===== config.mk =====
export PLATFORM = sky130hd
export DESIGN_NAME = switch_encoder_flat
export DESIGN_NICKNAME = d
export VERILOG_FILES = /design/src/rtl/switch_encoder_pkg.sv /design/src/rtl/switch_encoder_if.sv /design/src/rtl/switch_encoder_debounce.sv /design/src/rtl/switch_encoder.sv /design/src/flat_wrapper.sv
export SDC_FILE = /design/constraint.sdc
export NUM_CORES = 1
export LEC_CHECK = 0
export CAP_MARGIN = 30
export CORE_ASPECT_RATIO = 1.25
export CORE_MARGIN = 1
export CORE_UTILIZATION = 53
export DETAILED_ROUTE_END_ITERATION = 6
export PLACE_DENSITY = 0.76
export SKIP_CTS_REPAIR_TIMING = 1
export SYNTH_ARGS = -nofsm -noshare
export SYNTH_HDL_FRONTEND = slang
export SYNTH_SLANG_ARGS = --single-unit

===== constraint.sdc =====
create_clock -name clk -period 1.4 [get_ports clk]
set_clock_uncertainty 0.1 [all_clocks]
set_input_delay 0.28 -clock clk [delete_from_list [all_inputs] [get_ports clk]]
set_output_delay 0.28 -clock clk [all_outputs]
set_load 0.01 [all_outputs]

===== src/rtl/switch_encoder_pkg.sv =====
// Shared definitions for the switch encoder slice.
//   SW_N_IN_DEF / SW_DEB_DEF : default input count and debounce length
//   SW_MASK_MAX              : widest mask prio_enc accepts (N_IN must not exceed it)
//   prio_enc()               : index of the highest set bit of a mask, 0 if empty
package switch_enc_pkg;

    localparam int SW_N_IN_DEF = 4;
    localparam int SW_DEB_DEF  = 4;
    localparam int SW_MASK_MAX = 64;

    function automatic int prio_enc(input logic [SW_MASK_MAX-1:0] mask);
        int idx;
        idx = 0;
        for (int i = 0; i < SW_MASK_MAX; i++) begin
            if (mask[i]) idx = i;
        end
        return idx;
    endfunction

endpackage


===== src/rtl/switch_encoder_if.sv =====
// Event/status bus between the switch encoder and the vending FSM.
//   out_valid : at least one event pending
//   out_code  : index of the highest pending event
//   out_ready : consumer accepts out_code this cycle
//   multi     : two or more events pending
//   overflow  : sticky lost-event flag
//   err_clr   : clears overflow
// master = encoder side, slave = consumer side.
interface switch_encoder_if #(
    parameter int W = 2
);
    logic         out_valid;
    logic [W-1:0] out_code;
    logic         out_ready;
    logic         multi;
    logic         overflow;
    logic         err_clr;

    modport master (
        output out_valid, out_code, multi, overflow,
        input  out_ready, err_clr
    );

    modport slave (
        input  out_valid, out_code, multi, overflow,
        output out_ready, err_clr
    );
endinterface


===== src/rtl/switch_encoder_debounce.sv =====
// switch_debounce: two-flop synchroniser plus debouncer for one raw input.
//   clk, reset : clock, synchronous active-high reset
//   sw_raw     : raw asynchronous switch level
//   deb        : debounced level
//   rise       : high for the one cycle before deb goes 0->1, so the
//                consumer flop updates on the same edge as deb
module switch_debounce
    import switch_enc_pkg::*;
#(
    parameter int DEB_CYCLES = SW_DEB_DEF
) (
    input  logic clk,
    input  logic reset,
    input  logic sw_raw,
    output logic deb,
    output logic rise
);

    localparam int CW = $clog2(DEB_CYCLES + 1);

    logic          s1_q,  s1_d;
    logic          s2_q,  s2_d;
    logic          deb_q, deb_d;
    logic [CW-1:0] cnt_q, cnt_d;
    logic          cnt_done;

    assign cnt_done = (cnt_q == CW'(DEB_CYCLES - 1));

    always_comb begin
        s1_d  = sw_raw;
        s2_d  = s1_q;
        deb_d = deb_q;
        cnt_d = cnt_q;
        if (s2_q == deb_q) begin
            // any bounce back to the current level restarts the count
            cnt_d = '0;
        end else if (cnt_done) begin
            deb_d = s2_q;
            cnt_d = '0;
        end else begin
            cnt_d = cnt_q + CW'(1);
        end
    end

    always_ff @(posedge clk) begin
        if (reset) begin
            s1_q  <= 1'b0;
            s2_q  <= 1'b0;
            deb_q <= 1'b0;
            cnt_q <= '0;
        end else begin
            s1_q  <= s1_d;
            s2_q  <= s2_d;
            deb_q <= deb_d;
            cnt_q <= cnt_d;
        end
    end

    assign deb  = deb_q;
    assign rise = s2_q & ~deb_q & cnt_done;

endmodule


===== src/rtl/switch_encoder.sv =====
// switch_encoder: debounces N_IN raw switches, queues each debounced rising
// edge as a pending event and hands them out highest index first over a
// valid/ready handshake.
//   clk, reset : clock, synchronous active-high reset
//   sw_raw     : raw asynchronous switch levels
//   bus        : event/status bus (master side), see switch_encoder_if
// N_IN must be in 2..SW_MASK_MAX, DEB_CYCLES >= 1.
module switch_encoder
    import switch_enc_pkg::*;
#(
    parameter int N_IN       = SW_N_IN_DEF,
    parameter int DEB_CYCLES = SW_DEB_DEF
) (
    input  logic              clk,
    input  logic              reset,
    input  logic [N_IN-1:0]   sw_raw,
    switch_encoder_if.master  bus
);

    localparam int W = $clog2(N_IN);

    logic [N_IN-1:0]        rise;
    logic [N_IN-1:0]        unused_deb;
    logic [N_IN-1:0]        pend_q, pend_d;
    logic                   overflow_q, overflow_d;
    logic [N_IN-1:0]        clr;
    logic [SW_MASK_MAX-1:0] pend_ext;
    logic                   valid;
    logic [W-1:0]           code;

    for (genvar i = 0; i < N_IN; i++) begin : g_deb
        switch_debounce #(
            .DEB_CYCLES (DEB_CYCLES)
        ) u_deb (
            .clk    (clk),
            .reset  (reset),
            .sw_raw (sw_raw[i]),
            .deb    (unused_deb[i]),
            .rise   (rise[i])
        );
    end

    // Output decode from registered state only; out_ready never reaches it.
    always_comb begin
        pend_ext           = '0;
        pend_ext[N_IN-1:0] = pend_q;
        valid              = |pend_q;
        code               = W'(prio_enc(pend_ext));
    end

    always_comb begin
        clr = '0;
        if (valid && bus.out_ready) clr[code] = 1'b1;
        // a new rise on a bit being accepted re-arms it
        pend_d     = rise | (pend_q & ~clr);
        // a rise is only lost if its bit is still pending after this cycle
        overflow_d = (|(rise & pend_q & ~clr)) | (overflow_q & ~bus.err_clr);
    end

    always_ff @(posedge clk) begin
        if (reset) begin
            pend_q     <= '0;
            overflow_q <= 1'b0;
        end else begin
            pend_q     <= pend_d;
            overflow_q <= overflow_d;
        end
    end

    assign bus.out_valid = valid;
    assign bus.out_code  = code;
    assign bus.multi     = |(pend_q & (pend_q - N_IN'(1)));
    assign bus.overflow  = overflow_q;

endmodule


===== src/flat_wrapper.sv =====
// flat-port wrapper written by rule: the top's interface ports become plain ports
module switch_encoder_flat import switch_enc_pkg::*;
#(
    parameter int N_IN       = SW_N_IN_DEF,
    parameter int DEB_CYCLES = SW_DEB_DEF
)
  (clk, reset, sw_raw, bus_out_valid, bus_out_code, bus_multi, bus_overflow, bus_out_ready, bus_err_clr);
  switch_encoder_if #(.W(2)) bus_i ();
  input  logic clk;
  input  logic reset;
  input  logic [N_IN-1:0] sw_raw;
  output wire logic [$bits(bus_i.out_valid)-1:0] bus_out_valid;
  output wire logic [$bits(bus_i.out_code)-1:0] bus_out_code;
  output wire logic [$bits(bus_i.multi)-1:0] bus_multi;
  output wire logic [$bits(bus_i.overflow)-1:0] bus_overflow;
  input wire logic [$bits(bus_i.out_ready)-1:0] bus_out_ready;
  input wire logic [$bits(bus_i.err_clr)-1:0] bus_err_clr;
  assign bus_out_valid = bus_i.out_valid;
  assign bus_out_code = bus_i.out_code;
  assign bus_multi = bus_i.multi;
  assign bus_overflow = bus_i.overflow;
  assign bus_i.out_ready = bus_out_ready;
  assign bus_i.err_clr = bus_err_clr;
  switch_encoder #(.N_IN(N_IN), .DEB_CYCLES(DEB_CYCLES)) u_core (.clk(clk), .reset(reset), .sw_raw(sw_raw), .bus(bus_i));
endmodule

==> impl_metrics.env <==
export IMPL_drt_iter0_markers=3
export IMPL_rsz0062_at_grt="yes"
export IMPL_dpl_hpwl_um=1252
export IMPL_post_route_period_util_pct=122.5
export IMPL_top_layer_used="met4"
export IMPL_cts_max_path_buffers=2
export IMPL_wl_met2_um=853
export IMPL_yosysUniqueCellTypes=22
export IMPL_ys_warn_count=0
export IMPL_rrSetupSlack_ns=-0.03
export IMPL_grt_pass1_wl_um=2808
export IMPL_final_hold_viol_count=0
export IMPL_syn_inst=115
export IMPL_synthFlopType="dfxtp_1"
export IMPL_drt_first_pass_iters=5
export IMPL_worstHoldStart="u_core.g_deb[2].u_deb.cnt_q[0]$_SDFF_PP0_"
export IMPL_fmax_mhz=583.3
export IMPL_leakage_nw=0.6240
export IMPL_wl_per_cell_um=11.04
export IMPL_fin_util_pct=72.47
export IMPL_initial_core_util_pct=57.18
export IMPL_final_cells=159
export IMPL_clk_latency_ns=0.32
export IMPL_min_path_type="reg -> reg"
export IMPL_num_io_pins=13
export IMPL_critical_path_max_fanout=4
export IMPL_clk_pin_slew_ns=0.08
export IMPL_yosysSeqAreaShare_pct=50.66
export IMPL_drive_gt1_share_pct=24.46
export IMPL_setup_tns_ns=-0.7565
export IMPL_max_slew_margin_pct=83.12
export IMPL_viasPerCell=5.365
export IMPL_peakVddDrop_mv=0.8124
export IMPL_drt_wl_total_um=1755
export IMPL_syn_nets=135
export IMPL_placed_cells=152
export IMPL_grt_max_degree=30
export IMPL_grtUsageTotal_pct=17.45
export IMPL_synth_edf_count=0
export IMPL_violations="design-rule violations, negative setup slack"
export IMPL_die_x_um=43.59
export IMPL_cts_root_buf="clkbuf_4"
export IMPL_end_kind="output port"
export IMPL_dieArea_mm2=0.002353
export IMPL_synth_area_per_cell_um2=9.966
export IMPL_cts_buffers_inserted=5
export IMPL_synth_area_mm2=0.001146
export IMPL_async_flop_share_pct=0
export IMPL_vias=853
export IMPL_hold_end="u_core.g_deb[2].u_deb.cnt_q[0]$_SDFF_PP0_"
export IMPL_maxCapViolCount=0
export IMPL_drv_slew=0
export IMPL_antenna_found_initial=0
export IMPL_met3_length_um=99
export IMPL_grt_pass1_vias=745
export IMPL_period_minus_slack_ns=1.714
export IMPL_met1Wirelength_um=755
export IMPL_syn_to_final_growth_pct=26.75
export IMPL_die_h_um=53.99
export IMPL_worstRegToRegCells=5
export IMPL_worstSetupStartpointType="flop"
export IMPL_tightest_slew_ns=0.2509
export IMPL_place_gp_congestion=0.7639
export IMPL_layout_setup_ws_ns=-0.3143
export IMPL_r2r_end="u_core.bus.overflow$_SDFF_PP0_"
export IMPL_ant_nets=0
export IMPL_grt_overflow=0
export IMPL_cts_sinks=29
export IMPL_arrival_ns=1.33
export IMPL_status="finished, violations left"
export IMPL_final_nets=159
export IMPL_r2r_start="u_core.pend_q[2]$_SDFF_PP0_"
export IMPL_power_density_mw_per_mm2=967.9
export IMPL_portBuffers=12
export IMPL_drc=2
export IMPL_synth_seq_cells=29
export IMPL_num_antenna_cells=0
export IMPL_critical_path_required_ns=1.02
export IMPL_whs_path_depth=1
export IMPL_pre_cts_ws_ns=-0.3212
export IMPL_core_area_mm2=0.002004
export IMPL_row_count=18
export IMPL_crit_type="reg -> out"
export IMPL_setup_viol=5
export IMPL_htreeDepth=2
export IMPL_cts_tree="yes"
[metal layers]
metal  track usage, %  up-vias
met1            16.32      382
met4            10.94        0
met5                0        -
met2            29.85       17
met3            9.060        4
li1                 -      450
[synthesized netlist by cell type, types with 2 or more instances]
cell	instances	area, um2
nor4b_1	4	35.03
nand2_1	4	15.01
inv_1	14	52.55
nor2_1	7	26.28
o21ai_0	2	10.01
clkbuf_1	4	15.01
ha_1	12	150.1
or2_4	2	17.52
nor2b_1	8	50.05
a31oi_1	5	31.28
nor4_1	8	50.05
dfxtp_1	29	580.6
a21oi_1	7	35.03
[area by class of cell]
cell class,count,area [um2]
Fill cell,157,551.8
Multi-Input combinational cell,68,530.5
Tap cell,20,25.02
Sequential cell,29,584.3
Inverter,14,52.55
Clock buffer,7,55.05
Timing Repair Buffer,21,205.2
[critical path, cell delays in order, from the launching register on]
cell     delay (ns)
dfxtp_2        0.34
or2_4          0.23
or3_4          0.33
buf_6          0.13
[layout by cell type (no fill, tap or decap), drive strengths merged]
cell / Yosys / final
a21o: 1 / 1
a21oi: 7 / 7
a22oi: 1 / 1
a31oi: 5 / 5
buf: 0 / 13
clkbuf: 4 / 7
clkdlybuf4s50: 0 / 7
dfxtp: 29 / 29
dlymetal6s2s: 0 / 1
ha: 12 / 12
inv: 14 / 14
maj3: 1 / 1
nand2: 4 / 4
nand2b: 1 / 1
nand4: 1 / 1
nor2: 7 / 7
nor2b: 8 / 8
nor3: 1 / 1
nor4: 8 / 8
nor4b: 4 / 4
o2111ai: 1 / 1
o21ai: 2 / 2
o221a: 1 / 1
or2: 2 / 2
or3: 1 / 1
[kinds of logic after synthesis]
| group | count (synthesis) | synth area share, % |
|---|---|---|
| flip-flops | 29 | 50.66 |
| AO/OA/AOI/OAI | 18 | 10.37 |
| adder cells (fa/ha/maj) | 13 | 13.97 |
| buffers and inverters | 18 | 5.895 |
| AND/OR/NAND/NOR | 37 | 19.11 |
[per-stage QoR]
step,area [um2],total power [W],hold slack (ns)
6_report,1453,0.001406,0.3208
5_1_grt,1453,0.001476,0.3471
4_1_cts,1415,0.001425,0.3349
3_5_place_dp,1360,0.0009337,0.3204
3_3_place_gp,1360,0.0009300,0.3091
2_1_floorplan,1150,0.0008988,0.2989
[power breakdown]
part           internal [W]  total (W)  switching (W)
clock network      0.000236   0.000489       0.000253
logic             0.0000414  0.0000733      0.0000320
registers          0.000838   0.000844     0.00000531
[sequential cells by signal, summed over array words and instances (netlist names)]
signal	flops
u_core.bus.overflow	1
u_core.g_deb.u_deb.cnt_q	12
u_core.g_deb.u_deb.deb	4
u_core.g_deb.u_deb.s1_q	4
u_core.g_deb.u_deb.s2_q	4
u_core.pend_q	4
[worst max-delay path by stage]
| stage | start | endpoint | cells past startpoint |
|---|---|---|---|
| 2_1_floorplan | u_core.pend_q[1]$_SDFF_PP0_ | bus_multi | 4 |
| 3_3_place_gp | u_core.pend_q[2]$_SDFF_PP0_ | bus_out_valid | 3 |
| 3_5_place_dp | u_core.pend_q[2]$_SDFF_PP0_ | bus_out_valid | 3 |
| 4_1_cts | u_core.pend_q[2]$_SDFF_PP0_ | bus_out_valid | 3 |
| 5_1_grt | u_core.pend_q[2]$_SDFF_PP0_ | bus_out_valid | 3 |
| 6_report | u_core.pend_q[2]$_SDFF_PP0_ | bus_out_valid | 3 |
No activity file was read; power rests on OpenSTA's default activity.
